--- src/rtl/miriscv_data_arb.sv ---
// miriscv_data_arb
// ----------------
// Two-master arbiter for the single data port of miriscv_ram. Master 0 is the
// core load/store unit and master 1 is a secondary requester (loader / DMA).
// At most one access is granted per cycle. The granted master's attributes are
// forwarded combinationally to the RAM. Every grant, including one to an
// out-of-range address, produces exactly one response to the issuing master
// one cycle later.
//
// Configuration macro:
//   MIRISCV_ARB_RR_EN  defined   -> round-robin arbitration on conflict
//                      undefined -> fixed priority, master 0 always wins
//
// Parameters:
//   RAM_SIZE      RAM size in bytes; addresses >= RAM_SIZE are out of range
//
// Ports (N = 0, 1):
//   clk_i         system clock, rising edge
//   rst_i         synchronous active-high reset
//   mN_req_i      access request, held with attributes until granted
//   mN_we_i       1 = write, 0 = read
//   mN_be_i       byte enables
//   mN_addr_i     byte address
//   mN_wdata_i    write data
//   mN_gnt_o      request accepted this cycle (combinational)
//   mN_rvalid_o   response for the access granted in the previous cycle
//   mN_rdata_o    read data while mN_rvalid_o is high, otherwise 0
//   mN_err_o      response belongs to an out-of-range access
//   ram_req_o     RAM data request
//   ram_we_o      RAM write enable
//   ram_be_o      RAM byte enables
//   ram_addr_o    RAM byte address
//   ram_wdata_o   RAM write data
//   ram_rdata_i   RAM read data, valid one cycle after ram_req_o

module miriscv_data_arb #(
  parameter int unsigned RAM_SIZE = 256
) (
  input  logic        clk_i,
  input  logic        rst_i,

  input  logic        m0_req_i,
  input  logic        m0_we_i,
  input  logic [3:0]  m0_be_i,
  input  logic [31:0] m0_addr_i,
  input  logic [31:0] m0_wdata_i,
  output logic        m0_gnt_o,
  output logic        m0_rvalid_o,
  output logic [31:0] m0_rdata_o,
  output logic        m0_err_o,

  input  logic        m1_req_i,
  input  logic        m1_we_i,
  input  logic [3:0]  m1_be_i,
  input  logic [31:0] m1_addr_i,
  input  logic [31:0] m1_wdata_i,
  output logic        m1_gnt_o,
  output logic        m1_rvalid_o,
  output logic [31:0] m1_rdata_o,
  output logic        m1_err_o,

  output logic        ram_req_o,
  output logic        ram_we_o,
  output logic [3:0]  ram_be_o,
  output logic [31:0] ram_addr_o,
  output logic [31:0] ram_wdata_o,
  input  logic [31:0] ram_rdata_i
);

  localparam int unsigned AW  = 32;
  localparam int unsigned DW  = 32;
  localparam int unsigned BEW = 4;

  typedef enum logic {
    S_IDLE = 1'b0,
    S_RESP = 1'b1
  } state_e;

  state_e state_q, state_d;
  logic   resp_id_q,  resp_id_d;
  logic   resp_err_q, resp_err_d;
  logic   resp_we_q,  resp_we_d;

  logic           gnt0_c;
  logic           gnt1_c;
  logic           gnt_any_c;
  logic           sel_we_c;
  logic [BEW-1:0] sel_be_c;
  logic [AW-1:0]  sel_addr_c;
  logic [DW-1:0]  sel_wdata_c;
  logic           oor_c;
  logic           resp_active_c;
  logic [DW-1:0]  resp_data_c;

  // ---------------------------------------------------------------------------
  // Arbitration. Grants are suppressed during reset so nothing reaches the RAM
  // and no response is scheduled out of a reset cycle.
  // ---------------------------------------------------------------------------
`ifdef MIRISCV_ARB_RR_EN
  logic last_grant_q, last_grant_d;

  // On conflict the master that was not granted last wins.
  always_comb begin
    gnt0_c = 1'b0;
    gnt1_c = 1'b0;
    if (!rst_i) begin
      if (m0_req_i && m1_req_i) begin
        if (last_grant_q) begin
          gnt0_c = 1'b1;
        end else begin
          gnt1_c = 1'b1;
        end
      end else begin
        gnt0_c = m0_req_i;
        gnt1_c = m1_req_i;
      end
    end
  end

  // Remember the owner of every grant, conflicting or not.
  always_comb begin
    last_grant_d = last_grant_q;
    if (gnt0_c) begin
      last_grant_d = 1'b0;
    end else if (gnt1_c) begin
      last_grant_d = 1'b1;
    end
  end

  // Reset value 1 lets master 0 win the first conflict.
  always_ff @(posedge clk_i) begin
    if (rst_i) begin
      last_grant_q <= 1'b1;
    end else begin
      last_grant_q <= last_grant_d;
    end
  end
`else
  // Fixed priority: master 0 always wins a conflict.
  always_comb begin
    gnt0_c = 1'b0;
    gnt1_c = 1'b0;
    if (!rst_i) begin
      gnt0_c = m0_req_i;
      gnt1_c = m1_req_i && !m0_req_i;
    end
  end
`endif

  assign gnt_any_c = gnt0_c | gnt1_c;
  assign m0_gnt_o  = gnt0_c;
  assign m1_gnt_o  = gnt1_c;

  // ---------------------------------------------------------------------------
  // Attribute mux of the granted master and address range check.
  // ---------------------------------------------------------------------------
  always_comb begin
    sel_we_c    = m0_we_i;
    sel_be_c    = m0_be_i;
    sel_addr_c  = m0_addr_i;
    sel_wdata_c = m0_wdata_i;
    if (gnt1_c) begin
      sel_we_c    = m1_we_i;
      sel_be_c    = m1_be_i;
      sel_addr_c  = m1_addr_i;
      sel_wdata_c = m1_wdata_i;
    end
  end

  assign oor_c = (sel_addr_c >= AW'(RAM_SIZE));

  // RAM port drive. Out-of-range grants keep ram_req_o low so the RAM is
  // never touched, while the attributes are still forwarded.
  always_comb begin
    ram_req_o   = 1'b0;
    ram_we_o    = 1'b0;
    ram_be_o    = '0;
    ram_addr_o  = '0;
    ram_wdata_o = '0;
    if (gnt_any_c) begin
      ram_req_o   = !oor_c;
      ram_we_o    = sel_we_c;
      ram_be_o    = sel_be_c;
      ram_addr_o  = sel_addr_c;
      ram_wdata_o = sel_wdata_c;
    end
  end

  // ---------------------------------------------------------------------------
  // Response FSM: any grant schedules a response for the next cycle; RESP may
  // be re-entered directly, giving one access per cycle throughput.
  // ---------------------------------------------------------------------------
  always_ff @(posedge clk_i) begin
    if (rst_i) begin
      state_q    <= S_IDLE;
      resp_id_q  <= 1'b0;
      resp_err_q <= 1'b0;
      resp_we_q  <= 1'b0;
    end else begin
      state_q    <= state_d;
      resp_id_q  <= resp_id_d;
      resp_err_q <= resp_err_d;
      resp_we_q  <= resp_we_d;
    end
  end

  always_comb begin
    state_d    = S_IDLE;
    resp_id_d  = resp_id_q;
    resp_err_d = resp_err_q;
    resp_we_d  = resp_we_q;
    case (state_q)
      S_IDLE, S_RESP: begin
        if (gnt_any_c) begin
          state_d    = S_RESP;
          resp_id_d  = gnt1_c;
          resp_err_d = oor_c;
          resp_we_d  = sel_we_c;
        end
      end
      default: state_d = S_IDLE;
    endcase
  end

  // ---------------------------------------------------------------------------
  // Response routing. The reset term blanks a response that was scheduled by
  // a grant in the cycle just before reset was asserted.
  // ---------------------------------------------------------------------------
  assign resp_active_c = (state_q == S_RESP) && !rst_i;

  // Only an in-range read carries RAM data; writes and errors return zero.
  assign resp_data_c = (resp_err_q || resp_we_q) ? '0 : ram_rdata_i;

  assign m0_rvalid_o = resp_active_c && !resp_id_q;
  assign m1_rvalid_o = resp_active_c &&  resp_id_q;

  assign m0_rdata_o  = m0_rvalid_o ? resp_data_c : '0;
  assign m1_rdata_o  = m1_rvalid_o ? resp_data_c : '0;

  assign m0_err_o    = m0_rvalid_o && resp_err_q;
  assign m1_err_o    = m1_rvalid_o && resp_err_q;

endmodule

--- config.mk ---
export PLATFORM = sky130hd
export DESIGN_NAME = miriscv_data_arb
export DESIGN_NICKNAME = d
export VERILOG_FILES = /design/src/rtl/miriscv_data_arb.sv
export SDC_FILE = /design/constraint.sdc
export NUM_CORES = 1
export LEC_CHECK = 0
export ABC_AREA = 1
export CORE_AREA = 4 4 121 123
export DETAILED_ROUTE_END_ITERATION = 10
export DIE_AREA = 0 0 125 127
export HOLD_SLACK_MARGIN = 0.08
export SLEW_MARGIN = 10
export SYNTH_ARGS = -nofsm -noshare
export SYNTH_HDL_FRONTEND = slang
export SYNTH_SLANG_ARGS = --single-unit
--- constraint.sdc ---
create_clock -name clk_i -period 1.1 [get_ports clk_i]
set_input_delay 0.165 -clock clk_i [delete_from_list [all_inputs] [get_ports clk_i]]
set_output_delay 0.165 -clock clk_i [all_outputs]
set_load 0.02 [all_outputs]
==> metrics.yaml <==
pwr:
  switching_share: 0.411
  pwr-share-seq: 0.040
  power_mw: 4.13
  p_per_area_nw_per_um2: 487
  power_frac_clock: 0.136
  combPwrFrac: 0.824
  p_switching_mw: 1.70
  ir_drop_mv: 0.367
  leakagePower_nw: 3.75
  p_int_mw: 2.43
job:
  maxCapViolCount: 0
die:
  coreArea_um2: 13700
  die_y_um: 127
  die_x_um: 125
  die_area_um2: 15900
  io_pins: 314
  num_rows: 43
  initial_utilization: 0.136
detailed_routing:
  drt-initial-drc-count: 116
  vias: 4072
  routedWlPerCell_um: 17.1
  via_per_inst: 4.36
  postRouteWirelength_mm: 16.0
  antenna_left: 0
  first_pass_iters: 6
  drc: 0
clock_tree:
  cts_sinks: 4
  clock_latency_ns: 0.22
  htreeDepth: 1
  cts_root_buffer: "clkbuf_16"
  cts_buffers: 3
  cts_buffer_depth: 2
  postCtsHoldBufs: 0
  cts_tree: "built"
  clkTransAtPathRegs_ns: 0.03
final_layout:
  regArea_um2: 82.6
  nFillCells: 1107
  fin_nets: 930
  syn_to_final_growth_pct: 356
  multi_input_area_um2: 3020
  final_layout_size_suffix_gt1_frac: 0.622
  layout_common_cells: "clkdlybuf4s50_1, buf_6, nor3_4"
  num_antenna_cells: 0
  final_common_cell: "clkdlybuf4s50_1"
placed_design:
  numPortBuffers: 313
  gp_congestion: 0.835
  dp_hpwl_mm: 11.9
run_status:
  status: "finished, violations left"
  failed_checks: "negative setup slack"
synthesis:
  yosysUniqueCellTypes: 29
  synth_area_um2: 1860
  synthCells: 350
  ys_seq_area_frac: 0.0430
  ys_seq_elements: 4
  syn_nets: 524
  ys_warn_count: 0
  avgSynthCellArea_um2: 5.32
timing:
  setup_violations: 142
  min_period_ns: 1.66
  max_freq_mhz: 601
  final.period_utilization: 1.51
  setup_tns_ns: -63.22
  rsz0062_at_grt: "yes"
  setup_ws_ns: -0.564
  finClkSkew_ns: 0
  slew_violations: 0
  hold_viol_final: 0
  slew_headroom: 0.785
  worst_slew_pin_slew_ns: 0.322
critical_path:
  slowest_delay_ns: 0.15
  critPathSlowestCell: "buf_6"
  cp_max_fo: 4
  crit_arrival_ns: 1.50
  path_common_cell: "buf_6"
  worstPathBufferInverterCount: 7
  required_ns: 0.94
  critPathTopFamily: "buffers and inverters"
  cp_cell_sequence: "buf_8 -> nor2_4 -> buf_6 -> buf_12 -> nand2_8 -> buf_6 -> buf_6 -> nand2_2 -> o21ai_2 -> nand3_2 -> inv_1 -> nand4_1 -> nor2_4 -> buf_6"
  startpoint_type: "input port"
  worstSetupEndpointType: "primary output"
  crit_type: "input port to primary output"
min_path:
  hold_class: "input port to flop"
global_routing:
  grt_use_met2: 0.350
  grt_start_max_net_pins: 28
  gr-usage-met3: 0.0355
  grt_overflow: 0
  grtUsageTotal: 0.183
  grt_pass1_vias: 4313
  grtUsageMet1: 0.214
  grt_pass1_wl_mm: 23.7
  antenna_found_initial: 0
  busiest_layer: "met2"
power groups by stage:
stage | clock network [mW] | logic (mW) | registers (mW)
global placement | 0 | 2.81 | 0.165
detailed placement | 0 | 2.84 | 0.165
CTS | 0.569 | 3.27 | 0.164
floorplan | 0 | 1.56 | 0.164
global route | 0.576 | 3.58 | 0.166
finish | 0.561 | 3.40 | 0.164
registers in the layout, indices dropped and copies added, names as in the netlist:
signal and count:
resp_err_q 1, resp_id_q 1, resp_we_q 1, state_q 1
Yosys cell counts:
library cell,n,area share
a21oi_1,18,0.048
a22o_1,37,0.17
buf_1,2,0.0040
buf_12,1,0.011
buf_2,9,0.024
buf_4,3,0.012
buf_6,2,0.012
buf_8,1,0.0081
clkbuf_1,13,0.026
clkbuf_8,1,0.0074
dfxtp_1,4,0.043
inv_1,56,0.11
inv_2,1,0.0020
nand2_1,66,0.13
nand2_2,5,0.017
nand2_4,1,0.0060
nand3_1,12,0.032
nand3b_1,7,0.028
nand3b_2,1,0.0060
nand3b_4,1,0.011
nand4_1,2,0.0067
nor2_1,30,0.060
nor2_2,1,0.0034
nor2_4,1,0.0060
nor3_1,66,0.18
nor3_2,1,0.0054
o21ai_0,1,0.0027
o21ai_1,6,0.016
or2_2,1,0.0034
routing by layer:
metal,up-vias,routed length [um]
met2,176,8820
met1,1881,6020
met3,18,946
met4,0,226
li1,1997,-
met5,-,0
cell type report:
class	count	share of cell area
well taps	180	0.0266
inverters	57	0.0316
repair buffers	428	0.561
multi-input cells	260	0.356
repair inverters	2	0.00590
clock buffers	3	0.00885
flip-flops and latches	4	0.00974
path summary, 6_finish.rpt:
kind	startpoint	end	slack, ns	cells past startpoint
setup / recovery	rst_i	ram_req_o	-0.56	14
hold / removal	rst_i	resp_we_q	0.34	4
setup reg to reg	resp_err_q	resp_err_q	0.34	3
hold reg to reg	resp_we_q	resp_we_q	0.58	3
per-stage QoR:
stage                     area (um^2)  instances  hold WS, ns  setup slack (ns)  utilization
final                            8480        934        0.341            -0.564        0.621
after global routing             8480        934        0.355            -0.679        0.621
after CTS                        8150        917        0.234            -0.568        0.596
after detailed placement         7150        878        0.574             -1.43        0.523
after global placement           7150        878        0.557             -1.41        0.523
after floorplan                  3680        350        0.237            -0.394            -
what timing repair did:
action / CTS / global route
setup buffers: 28 / 17
pin swaps: 38 / 23
gates cloned: 12 / 5
resized for setup: 925 / 36
endpoints found under the setup margin: 144 / 142
worst min-delay path, cell delays in order:
cell	delay, ns
buf_8	0.08
buf_4	0.10
buf_8	0.12
nor2_1	0.05
cell families (layout without fill, tap and decap cells):
logic type,after synthesis,in the layout,synth area share
and+or+nand+nor,195,198,0.496
buffers and inverters,89,490,0.220
DFF,4,4,0.0430
AOI/OAI and AO/OA,62,62,0.241
Note: power is estimated with default switching activity, not from simulation.
